## src/rtl/moore_seq_ctrl_if.sv

```systemverilog
// Bundle between the sequencer, its config/result side and the Moore datapath.
// The slave modport is the sequencer's view; master is the surrounding tile or bench.
interface moore_seq_ctrl_if #(
   parameter int PAT_W = 8,
   parameter int CNT_W = 4,
   parameter int DIV_W = 4
);
   localparam int LEN_W = $clog2(PAT_W + 1);

   logic             start;
   logic             abort;
   logic [PAT_W-1:0] pattern;
   logic [LEN_W-1:0] len;
   logic [DIV_W-1:0] step_div;
   logic             z1;
   logic [2:0]       y;
   logic             x1;
   logic             fsm_clr;
   logic             fsm_step;
   logic             busy;
   logic             done;
   logic [PAT_W-1:0] z1_trace;
   logic [CNT_W-1:0] hit_count;
   logic [2:0]       final_y;

   modport slave (
      input  start, abort, pattern, len, step_div, z1, y,
      output x1, fsm_clr, fsm_step, busy, done, z1_trace, hit_count, final_y
   );

   modport master (
      output start, abort, pattern, len, step_div, z1, y,
      input  x1, fsm_clr, fsm_step, busy, done, z1_trace, hit_count, final_y
   );
endinterface

```

## src/rtl/moore_seq_ctrl.sv

```systemverilog
// Clears the Moore machine, feeds a pattern into x1 LSB first and records z1 per step.
// Each step takes step_div+2 cycles; done pulses 2+len*(step_div+2) cycles after start.
module moore_seq_ctrl #(
   parameter int PAT_W = 8,
   parameter int CNT_W = 4,
   parameter int DIV_W = 4
) (
   input  logic             clk,
   input  logic             rst,
   moore_seq_ctrl_if.slave  ctl
);
   localparam int LEN_W = $clog2(PAT_W + 1);
   localparam int IDX_W = (PAT_W > 1) ? $clog2(PAT_W) : 1;
   localparam logic [LEN_W-1:0] LEN_MAX = LEN_W'(PAT_W);

   typedef enum logic [2:0] {
      S_IDLE, S_CLEAR, S_DRIVE, S_SAMPLE, S_DONE
   } state_e;

   state_e           state_q, state_d;
   logic [PAT_W-1:0] pat_q, pat_d;
   logic [IDX_W-1:0] last_q, last_d;
   logic [IDX_W-1:0] idx_q, idx_d;
   logic [DIV_W-1:0] div_q, div_d;
   logic [DIV_W-1:0] cnt_q, cnt_d;
   logic [PAT_W-1:0] trace_q, trace_d;
   logic [CNT_W-1:0] hit_q, hit_d;
   logic [2:0]       fy_q, fy_d;

   logic x1, fsm_clr, fsm_step, busy, done;
   logic [IDX_W-1:0] last_eff;

   // Zero or oversize lengths run the full pattern; only the last index is kept.
   assign last_eff = (ctl.len == '0 || ctl.len > LEN_MAX) ? IDX_W'(PAT_W - 1)
                                                         : IDX_W'(ctl.len - 1'b1);

   always_comb begin
      state_d  = state_q;
      pat_d    = pat_q;
      last_d   = last_q;
      idx_d    = idx_q;
      div_d    = div_q;
      cnt_d    = cnt_q;
      trace_d  = trace_q;
      hit_d    = hit_q;
      fy_d     = fy_q;
      x1       = 1'b0;
      fsm_clr  = 1'b0;
      fsm_step = 1'b0;
      busy     = 1'b0;
      done     = 1'b0;
      case (state_q)
         S_IDLE: begin
            if (ctl.start && !ctl.abort) begin
               pat_d   = ctl.pattern;
               last_d  = last_eff;
               div_d   = ctl.step_div;
               trace_d = '0;
               hit_d   = '0;
               idx_d   = '0;
               state_d = S_CLEAR;
            end
         end
         S_CLEAR: begin
            fsm_clr = 1'b1;
            busy    = 1'b1;
            cnt_d   = div_q;
            state_d = ctl.abort ? S_IDLE : S_DRIVE;
         end
         S_DRIVE: begin
            busy = 1'b1;
            x1   = pat_q[idx_q];
            if (cnt_q == '0) begin
               fsm_step = 1'b1;
               state_d  = S_SAMPLE;
            end else begin
               cnt_d = cnt_q - 1'b1;
            end
            if (ctl.abort) state_d = S_IDLE;
         end
         S_SAMPLE: begin
            // Capture still happens on an aborted step so the partial trace is usable.
            busy           = 1'b1;
            x1             = pat_q[idx_q];
            trace_d[idx_q] = ctl.z1;
            if (ctl.z1 && hit_q != '1) hit_d = hit_q + 1'b1;
            if (idx_q == last_q) begin
               fy_d    = ctl.y;
               state_d = S_DONE;
            end else begin
               idx_d   = idx_q + 1'b1;
               cnt_d   = div_q;
               state_d = S_DRIVE;
            end
            if (ctl.abort) state_d = S_IDLE;
         end
         S_DONE: begin
            busy    = 1'b1;
            done    = 1'b1;
            state_d = S_IDLE;
         end
         default: state_d = S_IDLE;
      endcase
   end

   always_ff @(posedge clk or posedge rst) begin
      if (rst) begin
         state_q <= S_IDLE;
         pat_q   <= '0;
         last_q  <= '0;
         idx_q   <= '0;
         div_q   <= '0;
         cnt_q   <= '0;
         trace_q <= '0;
         hit_q   <= '0;
         fy_q    <= '0;
      end else begin
         state_q <= state_d;
         pat_q   <= pat_d;
         last_q  <= last_d;
         idx_q   <= idx_d;
         div_q   <= div_d;
         cnt_q   <= cnt_d;
         trace_q <= trace_d;
         hit_q   <= hit_d;
         fy_q    <= fy_d;
      end
   end

   assign ctl.x1        = x1;
   assign ctl.fsm_clr   = fsm_clr;
   assign ctl.fsm_step  = fsm_step;
   assign ctl.busy      = busy;
   assign ctl.done      = done;
   assign ctl.z1_trace  = trace_q;
   assign ctl.hit_count = hit_q;
   assign ctl.final_y   = fy_q;
endmodule

```

## src/flat_wrapper.sv

```systemverilog
// flat-port wrapper written by rule: the top's interface ports become plain ports
module moore_seq_ctrl_flat 
#(
   parameter int PAT_W = 8,
   parameter int CNT_W = 4,
   parameter int DIV_W = 4
)
  (clk, rst, ctl_start, ctl_abort, ctl_pattern, ctl_len, ctl_step_div, ctl_z1, ctl_y, ctl_x1, ctl_fsm_clr, ctl_fsm_step, ctl_busy, ctl_done, ctl_z1_trace, ctl_hit_count, ctl_final_y);
  moore_seq_ctrl_if #(.PAT_W(PAT_W), .CNT_W(CNT_W), .DIV_W(DIV_W)) ctl_i ();
  input  logic clk;
  input  logic rst;
  input wire logic [$bits(ctl_i.start)-1:0] ctl_start;
  input wire logic [$bits(ctl_i.abort)-1:0] ctl_abort;
  input wire logic [$bits(ctl_i.pattern)-1:0] ctl_pattern;
  input wire logic [$bits(ctl_i.len)-1:0] ctl_len;
  input wire logic [$bits(ctl_i.step_div)-1:0] ctl_step_div;
  input wire logic [$bits(ctl_i.z1)-1:0] ctl_z1;
  input wire logic [$bits(ctl_i.y)-1:0] ctl_y;
  output wire logic [$bits(ctl_i.x1)-1:0] ctl_x1;
  output wire logic [$bits(ctl_i.fsm_clr)-1:0] ctl_fsm_clr;
  output wire logic [$bits(ctl_i.fsm_step)-1:0] ctl_fsm_step;
  output wire logic [$bits(ctl_i.busy)-1:0] ctl_busy;
  output wire logic [$bits(ctl_i.done)-1:0] ctl_done;
  output wire logic [$bits(ctl_i.z1_trace)-1:0] ctl_z1_trace;
  output wire logic [$bits(ctl_i.hit_count)-1:0] ctl_hit_count;
  output wire logic [$bits(ctl_i.final_y)-1:0] ctl_final_y;
  assign ctl_i.start = ctl_start;
  assign ctl_i.abort = ctl_abort;
  assign ctl_i.pattern = ctl_pattern;
  assign ctl_i.len = ctl_len;
  assign ctl_i.step_div = ctl_step_div;
  assign ctl_i.z1 = ctl_z1;
  assign ctl_i.y = ctl_y;
  assign ctl_x1 = ctl_i.x1;
  assign ctl_fsm_clr = ctl_i.fsm_clr;
  assign ctl_fsm_step = ctl_i.fsm_step;
  assign ctl_busy = ctl_i.busy;
  assign ctl_done = ctl_i.done;
  assign ctl_z1_trace = ctl_i.z1_trace;
  assign ctl_hit_count = ctl_i.hit_count;
  assign ctl_final_y = ctl_i.final_y;
  moore_seq_ctrl #(.PAT_W(PAT_W), .CNT_W(CNT_W), .DIV_W(DIV_W)) u_core (.clk(clk), .rst(rst), .ctl(ctl_i));
endmodule
```

## config.mk

```make
export PLATFORM = sky130hd
export DESIGN_NAME = moore_seq_ctrl_flat
export DESIGN_NICKNAME = d
export VERILOG_FILES = /design/src/rtl/moore_seq_ctrl_if.sv /design/src/rtl/moore_seq_ctrl.sv /design/src/flat_wrapper.sv
export SDC_FILE = /design/constraint.sdc
export NUM_CORES = 1
export LEC_CHECK = 0
export BUFFER_PORTS_ARGS = -buffer_cell sky130_fd_sc_hd__buf_2
export CAP_MARGIN = 10
export CORE_MARGIN = 1
export CORE_UTILIZATION = 25
export CTS_BUF_LIST = sky130_fd_sc_hd__clkbuf_4
export CTS_CLUSTER_DIAMETER = 30
export CTS_CLUSTER_SIZE = 20
export DETAILED_ROUTE_END_ITERATION = 16
export GPL_TIMING_DRIVEN = 0
export PLACE_DENSITY_LB_ADDON = 0.1
export SLEW_MARGIN = 20
export SYNTH_ARGS = -nofsm -noshare
export SYNTH_HDL_FRONTEND = slang
export SYNTH_SLANG_ARGS = --single-unit
```

## constraint.sdc

```tcl
create_clock -name clk -period 2.1 [get_ports clk]
set_input_delay 0 -clock clk [delete_from_list [all_inputs] [get_ports clk]]
set_output_delay 0 -clock clk [all_outputs]
set_load 0.02 [all_outputs]
```

Word level (Yosys, flattened, before mapping)

Index checks and enable logic that the tools add are counted.
Widths: inputs -> output; s select.

Memories kept: 0
Memory bits (writable): 0
Logic and storage cells: 76
Bits in latches: 0
ROM bits: 0
Bits of input ports: 24
Register bits: 40

Shifts and indexed selects: 0
Bitwise gates (word level): 0
Div/mod/pow operators: 0
Equality and inequality tests: 11
Magnitude comparators: 3
Reduce and logical (&&, ||, !) cells: 19
Add/sub/neg operators: 4
$mul: 0
Muxes and demuxes: 30

Operators by type and width:

| kind                | number |
|---|---|
| $mux 3              | 8 |
| $mux 4              | 4 |
| $pmux 8 s2          | 1 |
| $pmux 3 s4          | 1 |
| $pmux 4 s3          | 1 |
| $reduce_and 3->1    | 3 |
| $bwmux 8            | 1 |
| $logic_not 4->1     | 2 |
| $mux 1              | 8 |
| $mux 8              | 1 |
| $pmux 4 s2          | 1 |
| $reduce_and 2->1    | 4 |
| $eq 3x2->1 const B  | 2 |
| $pmux 3 s2          | 1 |
| $add 4x1->4 const B | 1 |
| $gt 4x4->1 const B  | 1 |
| $lt 3x4->1 const B  | 1 |
| $ne 2x1->1 const B  | 2 |
| $ne 2x2->1 const B  | 2 |
| $ne 4x4->1 const B  | 1 |
| $reduce_or 4->1     | 1 |
| $sub 4x1->4 const B | 1 |
| $add 3x1->3 const B | 1 |
| $bmux 1 s3          | 1 |
| 15 further kinds    | 17 |

Longest topological paths before layout

Depth in word-level cells: 6
Mapped depth: 7
Mapped depth without buffers: 6

Worst setup path before layout

OpenSTA, ideal clock, no wires.

Kind: register -> register
From: reg u_core.cnt_q[0]
To: reg u_core.cnt_q[1]
Path slack: 0.455 ns
Data arrival time: 1.520 ns
Period minus slack after synthesis: 1.645 ns
Cell stages (with the launch flop): 7
Buffers on the path: 0
Setup time: 0.125 ns
Path through: dfrtp_1 > inv_1 > ha_1 > nor3b_1 > a211o_1 > nor2_4 > mux2_4

Cells in the longest elaborated chain, start to end: 3
Elaborated cells on any way between the ends: 6
Those cells by class: 1 x add/sub; 1 x eq/ne; 2 x mux; 2 x reduce/logical

RTL lines:

| what                                           | RTL line                                   | RTL |
|---|---|---|
| from (decl)                                    | moore_seq_ctrl.sv:25                       | `logic [DIV_W-1:0] cnt_q, cnt_d;` |
| from (signal assigned)                         | moore_seq_ctrl.sv:123                      | `cnt_q <= cnt_d;` |
| $sub 4x1->4 or $logic_not 4->1 (tied branches) | moore_seq_ctrl.sv:77, moore_seq_ctrl.sv:73 |  |
| $mux 4 or $ne 2x2->1 (tied branches)           | -                                          |  |
| $pmux 4 s3 or $reduce_and 3->1 (tied branches) | -                                          |  |

Several ways; a longest one is shown, not always the timed one. The select of a mux whose other input is x is not followed.
A chain may end at the register's enable or synchronous reset.

Worst setup path in the final report

From: reg u_core.idx_q[0]
To: out ctl_x1

Cells in the longest elaborated chain, start to end: 3

RTL lines:

| what                         | RTL line                                   | RTL |
|---|---|---|
| from (decl)                  | moore_seq_ctrl.sv:23                       | `logic [IDX_W-1:0] idx_q, idx_d;` |
| from (signal assigned)       | moore_seq_ctrl.sv:121                      | `idx_q <= idx_d;` |
| $bmux 1 s3                   | moore_seq_ctrl.sv:72, moore_seq_ctrl.sv:84 |  |
| $mux 1 (implied by the code) | moore_seq_ctrl.sv:72, moore_seq_ctrl.sv:84 |  |
| $mux 1                       | -                                          |  |
| to (decl)                    | flat_wrapper.sv:19                         | `output wire logic [$bits(ctl_i.x1)-1:0] ctl_x1;` |

No other way between the ends. The select of a mux whose other input is x is not followed.

==> key figures <==
Clock tree
  – Clock Latency Late Sink: 370 ps
  – Longest Clk Path Bufs: 2
  – TritonCTS clock tree: yes
  – Clock root buffer master: clkbuf_4
  – CTS Sinks: 40
  – TritonCTS Buffers: 5
  – Post-CTS Setup Repair Bufs: 0
  – Max H-tree Level: 2
  – Worst-path clk slew: 120 ps

Yosys
  – Area leader, netlist: dfrtp_1
  – Syn nets: 238
  – Synth top area cells: dfrtp_1, nand2_1, mux2i_1, ha_1, mux4_2
  – Mapped cell area: 2050 um^2
  – Netlist cell types: 38
  – FFs w/ async S/R, synth: 100%
  – Seq cells post-synth: 40
  – Most numerous cell in the Yosys netlist: nand2_1
  – Commonest cells in the netlist: nand2_1, dfrtp_1, nor2_1
  – Main synth FF type: dfrtp_1
  – Cells after Synth: 210
  – Mean Syn Cell Area: 9.75 um^2
  – Register area share after synthesis: 48.9%
  – Number of flops mapped to enable cells by yosys: 0
  – Synth Warn #: 0
  – Top cell type's share of synthesized area: 48.9%

STA
  – Slew Limit Fails: 0
  – RSZ-0062 raised after global routing: false
  – Rel. slew slack: 61.9%
  – Clk_skew: 16.8 ps
  – Final period util: 93.4%
  – Fmax: 510 MHz
  – Minimum clock period: 1960 ps
  – Slew @ Worst Pin: 570 ps
  – Hold Vio Cnt, Final: 0
  – Finish-stage setup viols: 0
  – Setup TNS Final: 0 ps

Run
  – Max-cap violations: 0

Setup path
  – Worst flop-to-flop path endpoint: u_core.ctl.z1_trace[7]
  – Crit path kind: flop to primary output
  – CP max FO: 10
  – Crit end category: primary output
  – Worst Reg-to-Reg Cells: 6
  – Worst path arrival time: 1960 ps
  – Reg2Reg Launch Point: u_core.state_q[2]
  – Critical path required time: 2100 ps
  – Reg2Reg Setup Slack: 240 ps
  – Startpoint types: flop

Final layout
  – Fillers: 849
  – Antenna Cells: 0
  – Reg area: 1000 um^2
  – Share of layout cells above drive strength 1: 25.8%
  – Area grow syn2layout: 32.2%
  – Post-Layout Cell Count: 385
  – Area of the multi-input gates: 965 um^2
  – Util after Layout: 34.7%
  – Final Cell Area: 2710 um^2
  – Layout net count: 310

Power
  – Lkg Pwr: 1.36 nW
  – Total power: 2.15 mW
  – Pwr dens: 796 nW/um^2
  – VDD IR-drop max: 0.000224 V

Route
  – Drt total wl: 5030 um
  – Initial DRC count: 79
  – Drt wl/cell: 13.1 um
  – Post-DRT Antenna Nets: 0
  – Vias: 1667
  – DRC violations left: 0
  – DR pass1 iterations: 4
  – Vias per cell: 4.33

Worst hold path
  – Worst Hold Path EP: u_core.last_q[2]
  – Hold WC Path Type: input port to flop
  – Hold Crit Start: ctl_len[2]
  – Hold depth: 4

Floorplan
  – Row Count: 32
  – Die W: 92.5 um
  – Core Region: 7810 um^2
  – Die Y: 92.5 um
  – I/O Pins: 44
  – Die footprint: 8550 um^2
  – Initial Util: 26.2%

GRT
  – Remaining Overflow, GRT: 0
  – Total GRT Usage: 13.0%
  – First-pass GRT wire length: 8560 um
  – Initial antenna violation count: 0
  – Vias in the first global route: 1635
  – Largest net degree at the start of global routing: 31

Placed design
  – Post-DP HPWL: 3520 um
  – Cell Area, Placed: 2410 um^2
  – Routability congestion estimate: 0.723
  – Placed instance count: 356
  – Port Buffer Count: 43

Run status
  – Status: completed
-- critical path, stage by stage, from the launching register on --
cell	delay [ps]
dfrtp_1	400
clkbuf_4	220
mux4_2	520
mux2i_2	210
nor3b_1	80
buf_2	160
-- power breakdown --
part	leakage, nW	switching (mW)	total [mW]	internal [mW]
logic	0.797	0.336	0.616	0.280
clock network	0.0412	0.287	0.536	0.248
registers	0.518	0.0970	1.00	0.904
-- flip-flops by register name, indices dropped and copies added, names as in the netlist --
signal and count:
u_core.cnt_q 4, u_core.ctl.final_y 3, u_core.pat_q 8, u_core.ctl.z1_trace 8, u_core.ctl.hit_count 4, u_core.div_q 4, u_core.state_q 3, u_core.idx_q 3
u_core.last_q 3
-- per-layer routing --
metal | share of wire (%) | up-vias | track usage, %
met5 | 0 | - | 0
met4 | 1.4 | 0 | 4.30
met3 | 4.0 | 5 | 3.28
met2 | 43 | 32 | 18.6
met1 | 52 | 779 | 19.0
li1 | - | 851 | -
-- kinds of logic after synthesis --
logic type                 after synthesis  share of synthesized area, %
DFF                                     40                          48.9
AOI/OAI and AO/OA                       24                          7.76
muxes                                   13                          8.01
buffers and inverters                   17                          4.16
and+or+nand+nor                        104                          24.9
adders and majority gates                4                          2.45
xor gates and xnor gates                 8                          3.79
-- metrics by stage --
stage	hold WS (ps)	setup WS [ps]
after CTS	10.8	37.6
final	4.82	138
after global routing	38.0	0.510
after global placement	191	274
after floorplan	65.6	455
after detailed placement	-40.2	262
-- cell type report --
type                    instances  area share, %
repair buffers                 65           16.5
flip-flops and latches         40           37.0
plain buffers                   9           2.13
clock buffers                   5           1.39
clock inverters                 3           1.57
inverters                       8           1.11
well taps                     102           4.72
multi-input cells             153           35.6
-- worst max-delay path by stage --
stage	start	to	slack [ps]	cells after the start
after global placement	u_core.state_q[2]	u_core.ctl.z1_trace[7]	270	6
final	u_core.idx_q[0]	ctl_x1	140	5
after CTS	u_core.idx_q[0]	ctl_x1	40	5
after floorplan	u_core.cnt_q[0]	u_core.cnt_q[1]	450	6
after global routing	u_core.idx_q[0]	ctl_x1	0.5	5
after detailed placement	u_core.state_q[2]	u_core.ctl.z1_trace[7]	260	6
-- cell usage in the layout, fill, tap and decap left out, types with 2 or more instances in the layout --
cell type      synthesis  final
nand2_1               59     59
buf_2                  5     47
dfrtp_1               40     40
dlygate4sd3_1          0     21
nor2_1                12     12
inv_1                  8      7
o21ai_0                7      7
clkbuf_4               0      6
nor3_1                 6      6
mux2i_1                7      6
a21oi_1                6      6
xor2_1                 5      5
nor2b_1                4      4
and2_1                 4      4
ha_1                   4      4
nand3_1                3      3
nor3b_1                3      3
a2bb2oi_1              3      3
mux2_2                 3      3
buf_6                  2      2
o311ai_0               2      2
o41ai_1                2      2
nor4_4                 2      2
and3_1                 2      2
nand4_1                2      2
clkbuf_1               2      2
nor4_1                 2      2
xnor2_1                2      2
mux4_2                 2      2
-- what timing repair did --
| action | 4_1_cts | 5_1_grt |
|---|---|---|
| endpoints found under the hold margin | 62 | 0 |
| cloned | 0 | 0 |
| hold buffers | 21 | 0 |
| setup endpoints to repair | 1 | 1 |
| gates resized for setup | 1 | 1 |
Power figures use the tool's default switching activity.
